File: src/rtl/rb_pkg.sv
// Shared types and widths for the DRAM readback sequencer and its word unpacker.
package rb_pkg;

  typedef enum logic [1:0] {
    IDLE,
    RUN,
    FLUSH,
    FIN
  } state_e;

  localparam int ADX_W      = 27;
  localparam int WORD_W     = 128;
  localparam int SAMPLE_W   = 32;
  localparam int LANES      = 4;
  localparam int LANE_IDX_W = 2;

endpackage

File: src/rtl/rb_word_unpacker.sv
// 128-bit to 32-bit serializer: one holding word, a lane pointer and the running
// sample index, with truncation of the final partial word.
module rb_word_unpacker
  import rb_pkg::*;
(
  input  logic                  clk,
  input  logic                  reset,
  input  logic                  init,
  input  logic                  clear,
  input  logic                  load,
  input  logic [WORD_W-1:0]     load_data,
  input  logic [31:0]           count,
  input  logic                  sample_ready,
  output logic [SAMPLE_W-1:0]   sample_out,
  output logic                  sample_valid,
  output logic [31:0]           sample_index,
  output logic                  empty,
  output logic                  emptying,
  output logic                  final_accept
);

  logic [WORD_W-1:0]     data_q, data_d;
  logic [LANE_IDX_W-1:0] lane_q, lane_d;
  logic                  full_q, full_d;
  logic [31:0]           index_q, index_d;
  logic                  fire;
  logic                  last;

  always_comb begin
    // NOTE: every signal gets a default before any branch so no latch can be inferred.
    data_d       = data_q;
    lane_d       = lane_q;
    full_d       = full_q;
    index_d      = index_q;

    sample_valid = full_q & ~clear;
    fire         = sample_valid & sample_ready;
    last         = (index_q == count - 32'd1);
    emptying     = fire & ((lane_q == LANE_IDX_W'(LANES - 1)) | last);
    final_accept = fire & last;
    empty        = ~full_q;
    sample_out   = data_q[lane_q*SAMPLE_W +: SAMPLE_W];
    sample_index = index_q;

    // The index parks on the final sample so it reads count-1 after completion.
    if (init) begin
      index_d = '0;
    end else if (fire && !last) begin
      index_d = index_q + 32'd1;
    end

    // A load in the same cycle as emptying is the zero-bubble refill path.
    if (clear) begin
      full_d = 1'b0;
      lane_d = '0;
    end else if (load) begin
      data_d = load_data;
      full_d = 1'b1;
      lane_d = '0;
    end else if (emptying) begin
      full_d = 1'b0;
      lane_d = '0;
    end else if (fire) begin
      lane_d = lane_q + 1'b1;
    end
  end

  // NOTE: sequential state uses non-blocking assignments only, so every flop
  // samples the pre-edge values computed above.
  always_ff @(posedge clk or posedge reset) begin
    if (reset) begin
      // NOTE: the holding word is reset too, so sample_out reads 0 out of reset.
      data_q  <= '0;
      lane_q  <= '0;
      full_q  <= 1'b0;
      index_q <= '0;
    end else begin
      data_q  <= data_d;
      lane_q  <= lane_d;
      full_q  <= full_d;
      index_q <= index_d;
    end
  end

endmodule

File: src/rtl/dram_readback_sequencer.sv
// Replays a DRAM capture: issues word reads with bounded outstanding count, drains
// the return queue and streams the unpacked 32-bit samples downstream.
module dram_readback_sequencer #(
  parameter int ADX_W           = 27,
  parameter int ADX_STEP        = 8,
  parameter int MAX_OUTSTANDING = 4
) (
  input  logic             clk,
  input  logic             reset,
  input  logic             start,
  input  logic             abort,
  input  logic [ADX_W-1:0] base_adx,
  input  logic [31:0]      sample_count,
  output logic             read_req,
  output logic [ADX_W-1:0] rd_adx,
  input  logic             read_allowed,
  input  logic             has_return_data,
  output logic             get_return_data,
  input  logic [127:0]     return_data,
  input  logic [ADX_W-1:0] return_adx,
  output logic [31:0]      sample_out,
  output logic             sample_valid,
  input  logic             sample_ready,
  output logic [31:0]      sample_index,
  output logic             busy,
  output logic             done,
  output logic             aborted,
  output logic             adx_error
);
  import rb_pkg::*;

  localparam int CNT_W = 33;

  state_e           state_q, state_d;
  logic [ADX_W-1:0] base_q, base_d;
  logic [31:0]      count_q, count_d;
  logic [CNT_W-1:0] words_q, words_d;
  logic [CNT_W-1:0] issued_q, issued_d;
  logic [CNT_W-1:0] returned_q, returned_d;
  logic [3:0]       outst_q, outst_d;
  logic             aborted_q, aborted_d;
  logic             adx_err_q, adx_err_d;

  logic             run, kill, init, load;
  logic             hold_empty, hold_emptying, final_accept;
  logic [ADX_W-1:0] exp_adx;

  always_comb begin
    state_d    = state_q;
    base_d     = base_q;
    count_d    = count_q;
    words_d    = words_q;
    issued_d   = issued_q;
    returned_d = returned_q;
    outst_d    = outst_q;
    aborted_d  = aborted_q;
    adx_err_d  = adx_err_q;
    init       = 1'b0;

    run      = (state_q == RUN);
    kill     = run & abort;
    read_req = run & ~abort & (issued_q < words_q) &
               (outst_q < 4'(MAX_OUTSTANDING)) & read_allowed;
    rd_adx   = base_q + ADX_W'(issued_q) * ADX_W'(ADX_STEP);
    exp_adx  = base_q + ADX_W'(returned_q) * ADX_W'(ADX_STEP);

    // During abort and FLUSH the popped word is discarded instead of loaded.
    get_return_data = has_return_data &
                      ((state_q == FLUSH) | kill | (run & (hold_empty | hold_emptying)));
    load            = get_return_data & run & ~abort;

    if (read_req) issued_d = issued_q + 1'b1;
    if (get_return_data) begin
      returned_d = returned_q + 1'b1;
      if (return_adx != exp_adx) adx_err_d = 1'b1;
    end
    case ({read_req, get_return_data})
      2'b10:   outst_d = outst_q + 4'd1;
      2'b01:   outst_d = outst_q - 4'd1;
      default: outst_d = outst_q;
    endcase

    case (state_q)
      IDLE: begin
        if (start) begin
          init       = 1'b1;
          base_d     = base_adx;
          count_d    = sample_count;
          words_d    = ({1'b0, sample_count} + 33'd3) >> 2;
          issued_d   = '0;
          returned_d = '0;
          outst_d    = '0;
          aborted_d  = 1'b0;
          adx_err_d  = 1'b0;
          state_d    = (sample_count == 32'd0) ? FIN : RUN;
        end
      end
      RUN: begin
        if (abort)             state_d = FLUSH;
        else if (final_accept) state_d = FIN;
      end
      FLUSH: begin
        if (outst_q == 4'd0) begin
          state_d   = FIN;
          aborted_d = 1'b1;
        end
      end
      FIN:     state_d = IDLE;
      default: state_d = IDLE;
    endcase

    busy      = (state_q != IDLE);
    done      = (state_q == FIN);
    aborted   = aborted_q;
    adx_error = adx_err_q;
  end

  always_ff @(posedge clk or posedge reset) begin
    if (reset) begin
      state_q    <= IDLE;
      base_q     <= '0;
      count_q    <= '0;
      words_q    <= '0;
      issued_q   <= '0;
      returned_q <= '0;
      outst_q    <= '0;
      aborted_q  <= 1'b0;
      adx_err_q  <= 1'b0;
    end else begin
      state_q    <= state_d;
      base_q     <= base_d;
      count_q    <= count_d;
      words_q    <= words_d;
      issued_q   <= issued_d;
      returned_q <= returned_d;
      outst_q    <= outst_d;
      aborted_q  <= aborted_d;
      adx_err_q  <= adx_err_d;
    end
  end

  rb_word_unpacker u_unpacker (
    .clk          (clk),
    .reset        (reset),
    .init         (init),
    .clear        (kill),
    .load         (load),
    .load_data    (return_data),
    .count        (count_q),
    .sample_ready (sample_ready),
    .sample_out   (sample_out),
    .sample_valid (sample_valid),
    .sample_index (sample_index),
    .empty        (hold_empty),
    .emptying     (hold_emptying),
    .final_accept (final_accept)
  );

endmodule

File: config.mk
export PLATFORM = sky130hd
export DESIGN_NAME = dram_readback_sequencer
export DESIGN_NICKNAME = d
export VERILOG_FILES = /design/src/rtl/rb_pkg.sv /design/src/rtl/rb_word_unpacker.sv /design/src/rtl/dram_readback_sequencer.sv
export SDC_FILE = /design/constraint.sdc
export NUM_CORES = 1
export LEC_CHECK = 0
export ABC_CLOCK_PERIOD_IN_PS = 14200
export CAP_MARGIN = 30
export CORE_UTILIZATION = 50
export DETAILED_ROUTE_END_ITERATION = 16
export PLACE_DENSITY = 0.76
export SYNTH_ARGS = -nofsm -noshare
export SYNTH_HDL_FRONTEND = slang
export SYNTH_SLANG_ARGS = --single-unit
File: constraint.sdc
create_clock -name clk -period 14.2 [get_ports clk]
set_input_delay 2.13 -clock clk [delete_from_list [all_inputs] [get_ports clk]]
set_output_delay 2.13 -clock clk [all_outputs]
set_load 0.005 [all_outputs]
Yosys cells after proc, flatten, opt, wreduce, memory -nomap -nowiden. Index checks and enable logic that the tools add are counted.

Register bits after elaboration: 327. Bits of input ports: 221. Output and inout port bits: 98.

$add $sub $neg: 10. Muxes and demuxes: 33. Equal/unequal tests: 11. $lt $le $gt $ge: 2. Reduce and logical (&&, ||, !) cells: 14. Bitwise operators: 20. Shift-type cells: 1.

Operators with widths (number): $mux 33 (6); $shiftx 128x8->32 (1); $add 33x1->33 const B (2); $mux 32 (2); $add 27x27->27 (2); $add 32x2->33 const B (1); $lt 33x31->1 (1); $add 32x1->32 const B (1); $eq 32x32->1 (1); $logic_not 32->1 (1); $sub 32x1->32 const B (1); $ne 27x27->1 (1); $mux 2 (9); $and 1x1->1 (13); $mux 1 (11); $eq 2x2->1 const B (4); $mux 4 (2); $pmux 2 s4 (1); $pmux 4 s2 (1); $reduce_and 3->1 (2); $reduce_bool 2->1 (3); $add 4x1->4 const B (1); $eq 2x1->1 const B (2); $logic_not 4->1 (1); other kinds (15) (21).

Depth between registers and ports, before layout. Gate-level depths: netlist of run 1.

Depth in word-level cells: 14. Mapped depth: 20.

Hierarchy. Synthesis of run 1 repeated with hierarchy kept, for this count alone.

Cells, all modules: 2030. Area total of the unflattened synthesis: 19746.4 µm².

Modules (own cells, without submodules): dram_readback_sequencer (instances 1, area each 10820.4 µm², sequential area each 3878.7 µm², cells an instance 1278); rb_word_unpacker (instances 1, area each 8926.1 µm², sequential area each 4078.9 µm², cells an instance 752).

Least setup slack after synthesis of run 1. No wires, ideal clock.

Path kind: flip-flop to output port. From: register count_q[15]. To: output get_return_data. Required time: 12070 ps. Buffers on the path: 3. Stages on the path, launching flop included: 13. Slack: 8523 ps. Arrival: 3547 ps. Cells stage by stage: dfrtp_1 -> buf_2 -> or4_4 -> or4_1 -> or4b_1 -> and3_1 -> o31a_1 -> nand2b_4 -> o41ai_4 -> a31oi_2 -> clkbuf_1 -> clkbuf_1 -> inv_1.

Cells in the longest elaborated chain, start to end: 8.

RTL lines: from (decl) (line dram_readback_sequencer.sv:36) `logic [31:0] count_q, count_d;`; from (signal assigned) (line dram_readback_sequencer.sv:132) `count_q <= count_d;`; $sub 32x1->32 (line rb_word_unpacker.sv:38) `last = (index_q == count - 32'd1);`; $eq 32x32->1 (line rb_word_unpacker.sv:38); $or 1x1->1 (line rb_word_unpacker.sv:39) `emptying = fire & ((lane_q == LANE_IDX_W'(LANES - 1)) | last);`; $and 1x1->1 (line rb_word_unpacker.sv:39); $or 1x1->1 (line dram_readback_sequencer.sv:69) `((state_q == FLUSH) | kill | (run & (hold_empty | hold_emptying)));`; $and 1x1->1 (line dram_readback_sequencer.sv:69); $or 1x1->1 (line dram_readback_sequencer.sv:69); $and 1x1->1 (line dram_readback_sequencer.sv:68) `get_return_data = has_return_data &`; to (decl) (line dram_readback_sequencer.sv:18) `output logic get_return_data,`.

Every way passes these cells.

Worst setup path in the final report of run 1.
From: register count_q[0]. To: output get_return_data.

The elaborated chain is that of the path after synthesis.

==> reports/qor.csv, run 1 <==
metric;value;unit
count leader, synth;dfrtp_1;
initial antenna violation count;3;
Mapped Avg Cell Area;9.939;µm²
total negative slack;0;ps
via count;16530;
max incr delay on CP;610;ps
Slew @ Worst Pin;1004;ps
Area Growth Syn to Fin;24.47;%
f_max;142.4;MHz
DR pass1 iterations;5;
Setup Fix Bufs, Post-CTS;0;
WP data required;12070;ps
first-pass GRT wire length;89720;µm
Peak supply drop;102.6;µV
routability-driven placement congestion ratio;0.9121;
antenna-violating nets left;0;
post-synthesis sequential area ratio;0.4005;
critical path class;reg2out;
final worst slack;7179;ps
number of synthesis warnings;0;
Synth Register Bits;318;
number of synthesized flops with an enable pin;0;
CTS max path bufs;3;
Starting Density;0.5105;
max_slew headroom;0.3305;
WL final;56900;µm
Crit-path slowest cell;or4_1;
TritonCTS clock tree;done;
Max-cap violations;0;
clock transition at the registers of the reported paths;60;ps
floorplan core area;38920;µm²
GRT Overall Usage;0.2782;
cells after synthesis;1999;
cts hold-fix bufs;0;
Yosys cell types;74;
Die ar.;40540;µm²
die height;201.3;µm
H-tree depth;2;
FP Rows;72;
fillers;3158;
worst min-delay path class;reg2reg;
CTS buffer count;37;
area of the multi-input gates;11130;µm²
port buffer count;318;
CP Cell Sequence;inv_1 -> ha_1 -> nor4b_2 -> nand2_1 -> or4_1 -> o41a_1 -> nor3_1 -> nand4_1 -> o41ai_4 -> a31oi_4 -> buf_4 -> inv_1 -> clkdlybuf4s50_1;
Via density;5.851;
# setup viols final;0;
Clock Latency Late Sink;570;ps
status;complete, no violations;
per-cell routed wire length;20.14;µm
element type at the critical path end;output pin;
area leader, netlist;dfrtp_1;
Finished Layout Cells;2825;
Power Density;176.2;nW/µm²
fin crit period;7021;ps
CP arrival;4890;ps
register area;7959;µm²
Main synth FF type;dfrtp_1;
Startpoint Class;flop;
Critical Path Fanout Max;46;
clk root buf;clkbuf_16;
total clock sinks;318;
io pins;319;
Area contributors post-synth;dfrtp_1 40%, mux2_4 8.2%, ha_1 5.6%, nand2_1 5.3%, xnor2_1 5.1%;
Post-synth top cells;318 x dfrtp_1, 281 x nand2_1, 118 x nor2_1, 115 x xnor2_1, 109 x mux2_4;
Tcrit/Tclk final;0.4944;
vias in the first global route;16480;
Top delay family on crit path;simple AND/OR/NAND/NOR gates;
Critical path buffers and inverters;4;
fraction of layout cells with a size suffix above 1;0.1032;
Mapped Nets;2312;
DR iter-0 viols;1132;
Mapped Area;19870;µm²
CTS resizes;0;
total congestion overflow;0;
RSZ-0062 raised after global routing;false;
residual DRC count;0;
Antenna Diode Count;0;
pin count of the biggest net entering global routing;119;
asr flop ratio synth;1.000;
die width;201.3;µm
post-DP HPWL;42110;µm
# placed instances;2759;
most frequent CP cell;inv_1;
Fin. Hold Viols;0;
Layout Nets;2594;
Static Leak;11.11;nW
post-synth top area share;0.4005;
worst slack, placed;7707;ps
Slew Viols, Final;0;
skew final;36.87;ps
path summary, 6_finish.rpt:
check                                        from                            endpoint  slack, ps  depth (start not counted)
setup / recovery           count_q[0]$_DFFE_PP0P_                     get_return_data       7180                         13
hold reg to reg            words_q[0]$_DFFE_PP0P_              words_q[0]$_DFFE_PP0P_        480                          2
min in group asynchronous                   reset       u_unpacker.full_q$_DFFE_PP0P_       2120                          2
hold / removal             words_q[0]$_DFFE_PP0P_              words_q[0]$_DFFE_PP0P_        480                          2
setup reg to reg           count_q[0]$_DFFE_PP0P_  u_unpacker.data_q[123]$_DFFE_PP0P_       8260                         16
max in group asynchronous                   reset  u_unpacker.data_q[106]$_DFFE_PP0P_       9990                          4
cell usage in the layout, fill, tap and decap left out, types with 10 or more instances in the layout:
cell	Yosys	layout
clkdlybuf4s50_1	0	318
dfrtp_1	318	317
nand2_1	281	280
nor2_1	118	118
xnor2_1	115	115
mux2_4	109	109
inv_1	95	94
ha_1	89	89
o21ai_0	88	88
a21oi_1	80	80
nand3_1	58	58
xor2_1	56	56
nor4_1	50	50
nand4_1	43	43
clkbuf_16	0	37
mux4_2	32	32
nor3_1	30	30
o31ai_1	27	27
nand2b_1	26	26
or4_1	25	25
or3_1	23	23
mux2_1	19	19
a21o_1	17	17
and3_1	16	16
buf_4	3	13
and2_1	13	12
mux2i_1	12	12
nor2b_1	11	11
o41ai_1	10	10
clkbuf_8	0	10
power by group:
part	internal [mW]	switching [mW]	total (mW)
registers	1.23	0.291	1.52
clock network	0.593	0.404	0.997
logic	0.980	0.859	1.84
state kept, by name (all words and copies together), names as in the netlist:
signal	cells
u_unpacker.full_q	1
aborted	1
state_q	2
adx_error	1
outst_q	4
u_unpacker.lane_q	2
count_q	32
base_q	27
u_unpacker.sample_index	32
words_q	31
returned_q	24
issued_q	33
u_unpacker.data_q	128
metal layers:
metal	vias to the layer above	track usage	part of all wire
met4	4	0.09470	0.031
met1	8079	0.3649	0.42
met3	102	0.05134	0.070
li1	7724	-	-
met2	620	0.4624	0.48
met5	-	0	0.00039
logic make-up (layout without fill, tap and decap cells):
group                      count (synthesis)  in the layout  share of synthesized area
xor gates and xnor gates                 171            171                    0.07538
DFF                                      318            318                     0.4005
and+or+nand+nor                          734            734                     0.1814
muxes                                    172            172                     0.1355
buffers and inverters                    186            494                    0.04081
adders and majority gates                 92             92                    0.05907
AOI/OAI and AO/OA                        326            326                     0.1074
through the flow:
stage | total power [mW] | utilization | cell area [µm²] | hold slack (ps)
after global routing | 4.609 | 0.6355 | 24730 | 498.0
final | 4.357 | 0.6355 | 24730 | 479.2
after floorplan | 2.656 | - | 19870 | 439.8
after CTS | 4.371 | 0.6351 | 24720 | 481.4
after detailed placement | 3.344 | 0.6021 | 23430 | 461.8
after global placement | 3.284 | 0.6007 | 23380 | 465.8
tightest hold or removal path, delay by kind of cell (launching register included):
family	cells	cell delay [ps]
DFF	1	340
and+or+nand+nor	2	110
final cells by class:
| type | count | share of cell area |
|---|---|---|
| clock buffers | 52 | 0.04376 |
| clock inverters | 13 | 0.008145 |
| inverters | 95 | 0.01472 |
| multi-input cells | 1495 | 0.4499 |
| flip-flops and latches | 318 | 0.3218 |
| well taps | 518 | 0.02621 |
| repair buffers | 334 | 0.1355 |
No activity file was read; power rests on OpenSTA's default activity.
==> inputs of run 2 (changes only) <==
- ABC_CLOCK_PERIOD_IN_PS: 14200 -> 7200
- clock period: 14.2 -> 7.2 ns (I/O delays scaled with it)
==> run 2 against run 1 <==
  * Critical path depth shrank 2
  * Wire length barely moved
  * Hold slack gained 5.4 ps
  * Die area stayed put
  * Final cell count increased by 0.25%
  * Combinational power grew 97%
  * First-iteration DRC count rose by 8.8%
  * Sequential cell count stayed put
==> reports/qor.csv, run 2 (synthesis results as in run 1) <==
metric;value;unit
status;complete, no violations;
Hold Path Sink;words_q[27]$_DFFE_PP0P_;
H-tree depth;2;
# setup viols final;0;
commonest non-fill, non-tap cell in the layout;clkdlybuf4s50_1;
clock transition at the registers of the reported paths;60;ps
sw power;3.052;mW
biggest regs;u_unpacker.data_q (128), issued_q (33);
TritonCTS clock tree;done;
Slew Viols, Final;0;
residual DRC count;0;
fin crit period;5990;ps
CP arrival;4910;ps
Util after Layout;0.6350;
Area Growth Syn to Fin;24.37;%
critical path class;reg2out;
GRT Overall Usage;0.2800;
DR iter-0 viols;1232;
Combinational Power Share;0.424;
floorplan core area;38920;µm²
Setup Fix Bufs, Post-CTS;0;
CTS buffer count;37;
fillers;3114;
reg2reg path depth;12;
vias in the first global route;16470;
total congestion overflow;0;
Slew @ Worst Pin;990.3;ps
io pins;319;
Die ar.;40540;µm²
hold path start;words_q[27]$_DFFE_PP0P_;
Reg power frac;0.351;
Sw Share;0.3570;
post-DP HPWL;41860;µm
Static Leak;11.08;nW
per-cell routed wire length;20.07;µm
max_slew headroom;0.3347;
total negative slack;0;ps
Layout Nets;2595;
WL final;56850;µm
Startpoint Class;flop;
overall power;8.548;mW
final worst slack;1210;ps
element type at the critical path end;output pin;
DR pass1 iterations;6;
Clock Latency Late Sink;560;ps
worst slack, placed;1799;ps
worst reg2reg setup slack;1720;ps
CTS resizes;0;
RSZ-0062 raised after global routing;false;
skew final;29.72;ps
CTS max path bufs;3;
most frequent cells in the layout;318 x clkdlybuf4s50_1, 317 x dfrtp_1, 280 x nand2_1, 118 x nor2_1, 115 x xnor2_1;
Max-cap violations;0;
clk root buf;clkbuf_16;
via count;16380;
FP Rows;72;
WP data required;6120;ps
die height;201.3;µm
antenna-violating nets left;0;
Tcrit/Tclk final;0.8319;
max incr delay on CP;620;ps
port buffer count;318;
Largest Register;u_unpacker.data_q;
worst min-delay path class;reg2reg;
placed inst area;23390;µm²
first-pass GRT wire length;90110;µm
total clock sinks;318;
fraction of layout cells with a size suffix above 1;0.1030;
Worst R2R Start;count_q[15]$_DFFE_PP0P_;
Fin. Hold Viols;0;
Post-Layout Inst Area;24710;µm²
Crit-path slowest cell;or4_1;
Power Density;345.9;nW/µm²
Starting Density;0.5105;
f_max;167.0;MHz
Largest register FFs;128;
Peak supply drop;231.2;µV
Critical Path Fanout Max;46;
Via density;5.784;
worst hold path cell count;2;
cts hold-fix bufs;0;
routability-driven placement congestion ratio;0.9727;
pin count of the biggest net entering global routing;181;
clock power share;0.225;
worst flop-to-flop path endpoint;u_unpacker.data_q[120]$_DFFE_PP0P_;
initial antenna violation count;3;
CP Cell Sequence;or4_4 -> or4_1 -> or4b_1 -> and3_1 -> o31a_1 -> nand2b_4 -> o41ai_4 -> a31oi_4 -> buf_4 -> inv_1 -> clkdlybuf4s50_1;
cell-internal power;5.496;mW
die width;201.3;µm
[run 2: changes by cell type in the layout (fill, tap and decap cells not counted), sizes merged]
cell and change:
bufinv -1, clkinvlp +2, diode +4, clkbuf +2, buf +1, clkinv -1
[run 2: cell type report]
| class | instances | area [µm²] | area share |
|---|---|---|---|
| multi-input cells | 1495 | 11130 | 0.4502 |
| clock buffers | 54 | 1091 | 0.04415 |
| flip-flops and latches | 318 | 7959 | 0.3221 |
| repair buffers | 335 | 3363 | 0.1361 |
| clock inverters | 13 | 153.9 | 0.006228 |
| inverters | 95 | 360.3 | 0.01458 |
| diodes | 4 | 10.01 | 0.0004051 |
| well taps | 518 | 648.1 | 0.02623 |
[run 2: metrics by stage]
stage | hold slack (ps) | instances
2_1_floorplan | 439.8 | 1999
3_5_place_dp | 472.4 | 2758
4_1_cts | 487.1 | 2825
5_1_grt | 510.3 | 2829
6_report | 484.6 | 2832
3_3_place_gp | 464.7 | 2758
[run 2: worst max-delay path by stage]
stage / depth (start not counted) / slack [ps] / end / start
floorplan: 1 / 1880 / aborted$_DFFE_PP0P_ / reset
global placement: 11 / 1860 / get_return_data / count_q[15]$_DFFE_PP0P_
detailed placement: 12 / 1800 / u_unpacker.data_q[127]$_DFFE_PP0P_ / count_q[15]$_DFFE_PP0P_
CTS: 11 / 1200 / get_return_data / count_q[15]$_DFFE_PP0P_
global route: 13 / 990 / get_return_data / count_q[0]$_DFFE_PP0P_
finish: 11 / 1210 / get_return_data / count_q[15]$_DFFE_PP0P_
[run 2: routing by layer]
layer | vias up | wire, µm | GRT usage
met5 | - | 0 | 0
met4 | 0 | 1562 | 0.08360
met3 | 93 | 3874 | 0.05847
met2 | 553 | 27170 | 0.4628
met1 | 8000 | 24240 | 0.3696
li1 | 7734 | - | -
[run 2: worst max-delay path, delay by kind of cell (launching register included)]
kind            cells  cell delay, ps
compound gates      3             840
buf+inv             3             950
flops               1             460
simple gates        5            2080
[run 2: power groups by stage]
stage	sequential, mW	clock [mW]	combinational [mW]
global placement	2.96	0	3.50
global route	3.07	2.03	3.95
CTS	2.99	1.96	3.61
finish	3.00	1.93	3.62
detailed placement	2.99	0	3.59
floorplan	2.76	0	2.47
==> inputs of run 3 (changes only) <==
- ABC_CLOCK_PERIOD_IN_PS: 7200 -> 5500
- PLACE_DENSITY: 0.76 -> 0.79
- clock period: 7.2 -> 5.5 ns (I/O delays scaled with it)
==> run 3 against run 2 <==
  * Sequential cell count did not move
  * Global-route usage rose by 1.5 points
  * Total power rose by 34%
==> reports/qor.csv, run 3 (synthesis results as in run 1) <==
metric;value;unit
status;complete, no violations;
die height;201.3;µm
io pins;319;
most frequent cells in the layout;317 x clkdlybuf4s50_1, 316 x dfrtp_1, 279 x nand2_1, 118 x nor2_1, 115 x xnor2_1;
first-pass GRT wire length;94650;µm
total clock sinks;318;
via count;16810;
GRT Overall Usage;0.2947;
DR iter-0 viols;1369;
Peak supply drop;425.3;µV
Combinational Power Share;0.421;
Clock Latency Late Sink;580;ps
clock transition at the registers of the reported paths;60;ps
fraction of layout cells with a size suffix above 1;0.1083;
Tcrit/Tclk final;0.9443;
Starting Density;0.5105;
antenna-violating nets left;0;
RSZ-0062 raised after global routing;false;
per-cell routed wire length;21.18;µm
floorplan core area;38920;µm²
Sw Share;0.3638;
vias in the first global route;17230;
port buffer count;318;
cell-internal power;7.288;mW
Setup Fix Bufs, Post-CTS;0;
Power Density;462.0;nW/µm²
Finished Layout Cells;2831;
skew final;23.76;ps
post-DP HPWL;42600;µm
WL final;59960;µm
total negative slack;0;ps
H-tree depth;2;
TritonCTS clock tree;done;
Static Leak;11.14;nW
clock power share;0.231;
CTS buffer count;37;
Die ar.;40540;µm²
clk root buf;clkbuf_16;
cts hold-fix bufs;0;
Via density;5.937;
residual DRC count;0;
Startpoint Class;flop;
worst slack, placed;573.8;ps
initial antenna violation count;3;
FP Rows;72;
Area Growth Syn to Fin;24.81;%
commonest non-fill, non-tap cell in the layout;clkdlybuf4s50_1;
Largest register FFs;128;
biggest regs;u_unpacker.data_q (128), issued_q (33);
final worst slack;306.3;ps
f_max;192.5;MHz
CP arrival;4370;ps
Slew Viols, Final;0;
Layout Nets;2593;
Fin. Hold Viols;0;
element type at the critical path end;output pin;
Util after Layout;0.6372;
Critical Path Fanout Max;5;
Slew @ Worst Pin;1127;ps
worst min-delay path class;reg2reg;
pin count of the biggest net entering global routing;196;
Largest Register;u_unpacker.data_q;
# setup viols final;0;
total congestion overflow;0;
DR pass1 iterations;6;
die width;201.3;µm
routability-driven placement congestion ratio;0.9438;
critical path class;reg2out;
# placed instances;2759;
CTS max path bufs;3;
Reg power frac;0.348;
fin crit period;5194;ps
Max-cap violations;0;
max_slew headroom;0.2486;
WP data required;4680;ps
sw power;4.167;mW
[run 3: cell count changes in the layout (fill, tap and decap cells not counted), moves of 2 or more]
cell,before,now
clkbuf_1,8,4
clkinv_2,5,8
bufinv_16,2,4
or4_4,1,3
or4_1,25,23
[run 3: per-layer routing]
layer | global-route usage | vias to the layer above | part of all wire
met5 | 0 | - | 0
met4 | 0.1326 | 0 | 0.043
met3 | 0.06009 | 140 | 0.072
met2 | 0.4821 | 681 | 0.47
met1 | 0.3766 | 8256 | 0.41
li1 | - | 7730 | -
[run 3: final cells by class]
cell class	count	area (µm²)
clock buffer	50	1065
antenna	4	10.01
multi-input combinational	1495	11170
fill	3022	14120
inverter	95	360.3
timing repair buffer	333	3336
sequential	318	7960
tap	518	648.1
clock inverter	18	251.5
[run 3: path summary, 6_finish.rpt]
path	from	endpoint	slack (ps)	cells past startpoint
max	issued_q[0]$_DFF_PP0_	rd_adx[25]	310	14
max reg2reg	count_q[0]$_DFFE_PP0P_	u_unpacker.data_q[109]$_DFFE_PP0P_	650	13
min reg2reg	words_q[12]$_DFFE_PP0P_	words_q[12]$_DFFE_PP0P_	490	2
min	words_q[12]$_DFFE_PP0P_	words_q[12]$_DFFE_PP0P_	490	2
max in group asynchronous	reset	words_q[19]$_DFFE_PP0P_	3480	3
min in group asynchronous	reset	u_unpacker.sample_index[25]$_DFFE_PP0P_	610	2
[run 3: critical path, stage by stage (launching register included)]
cell and delay [ps]:
dfrtp_1 420, ha_1 200, inv_1 60, fa_1 400, nand2b_1 180, a21o_1 220, a221oi_1 350, nand3_1 180
a311oi_2 340, a41o_1 280, or4_1 160, a311o_1 220, o31ai_1 90, xnor2_1 170, clkdlybuf4s50_1 530
[run 3: metrics by stage]
stage	power (mW)	cell area [µm²]	hold WS, ps
2_1_floorplan	6.858	19870	439.8
3_3_place_gp	8.470	23430	465.4
3_5_place_dp	8.655	23430	471.3
4_1_cts	11.44	24750	484.6
5_1_grt	12.08	24800	513.3
6_report	11.46	24800	485.3
[run 3: power by group through the flow]
| stage | Clock, mW | Combinational [mW] | Sequential (mW) |
|---|---|---|---|
| after global routing | 2.78 | 5.25 | 4.06 |
| after detailed placement | 0 | 4.72 | 3.94 |
| after global placement | 0 | 4.58 | 3.89 |
| final | 2.65 | 4.82 | 3.98 |
| after floorplan | 0 | 3.24 | 3.62 |
| after CTS | 2.69 | 4.80 | 3.95 |
[run 3: timing repair]
item | 4_1_cts | 5_1_grt
endpoints found under the setup margin | 1 | 2
pin swaps | 0 | 3
resized for setup | 1 | 10
hold endpoints to repair | 0 | 0
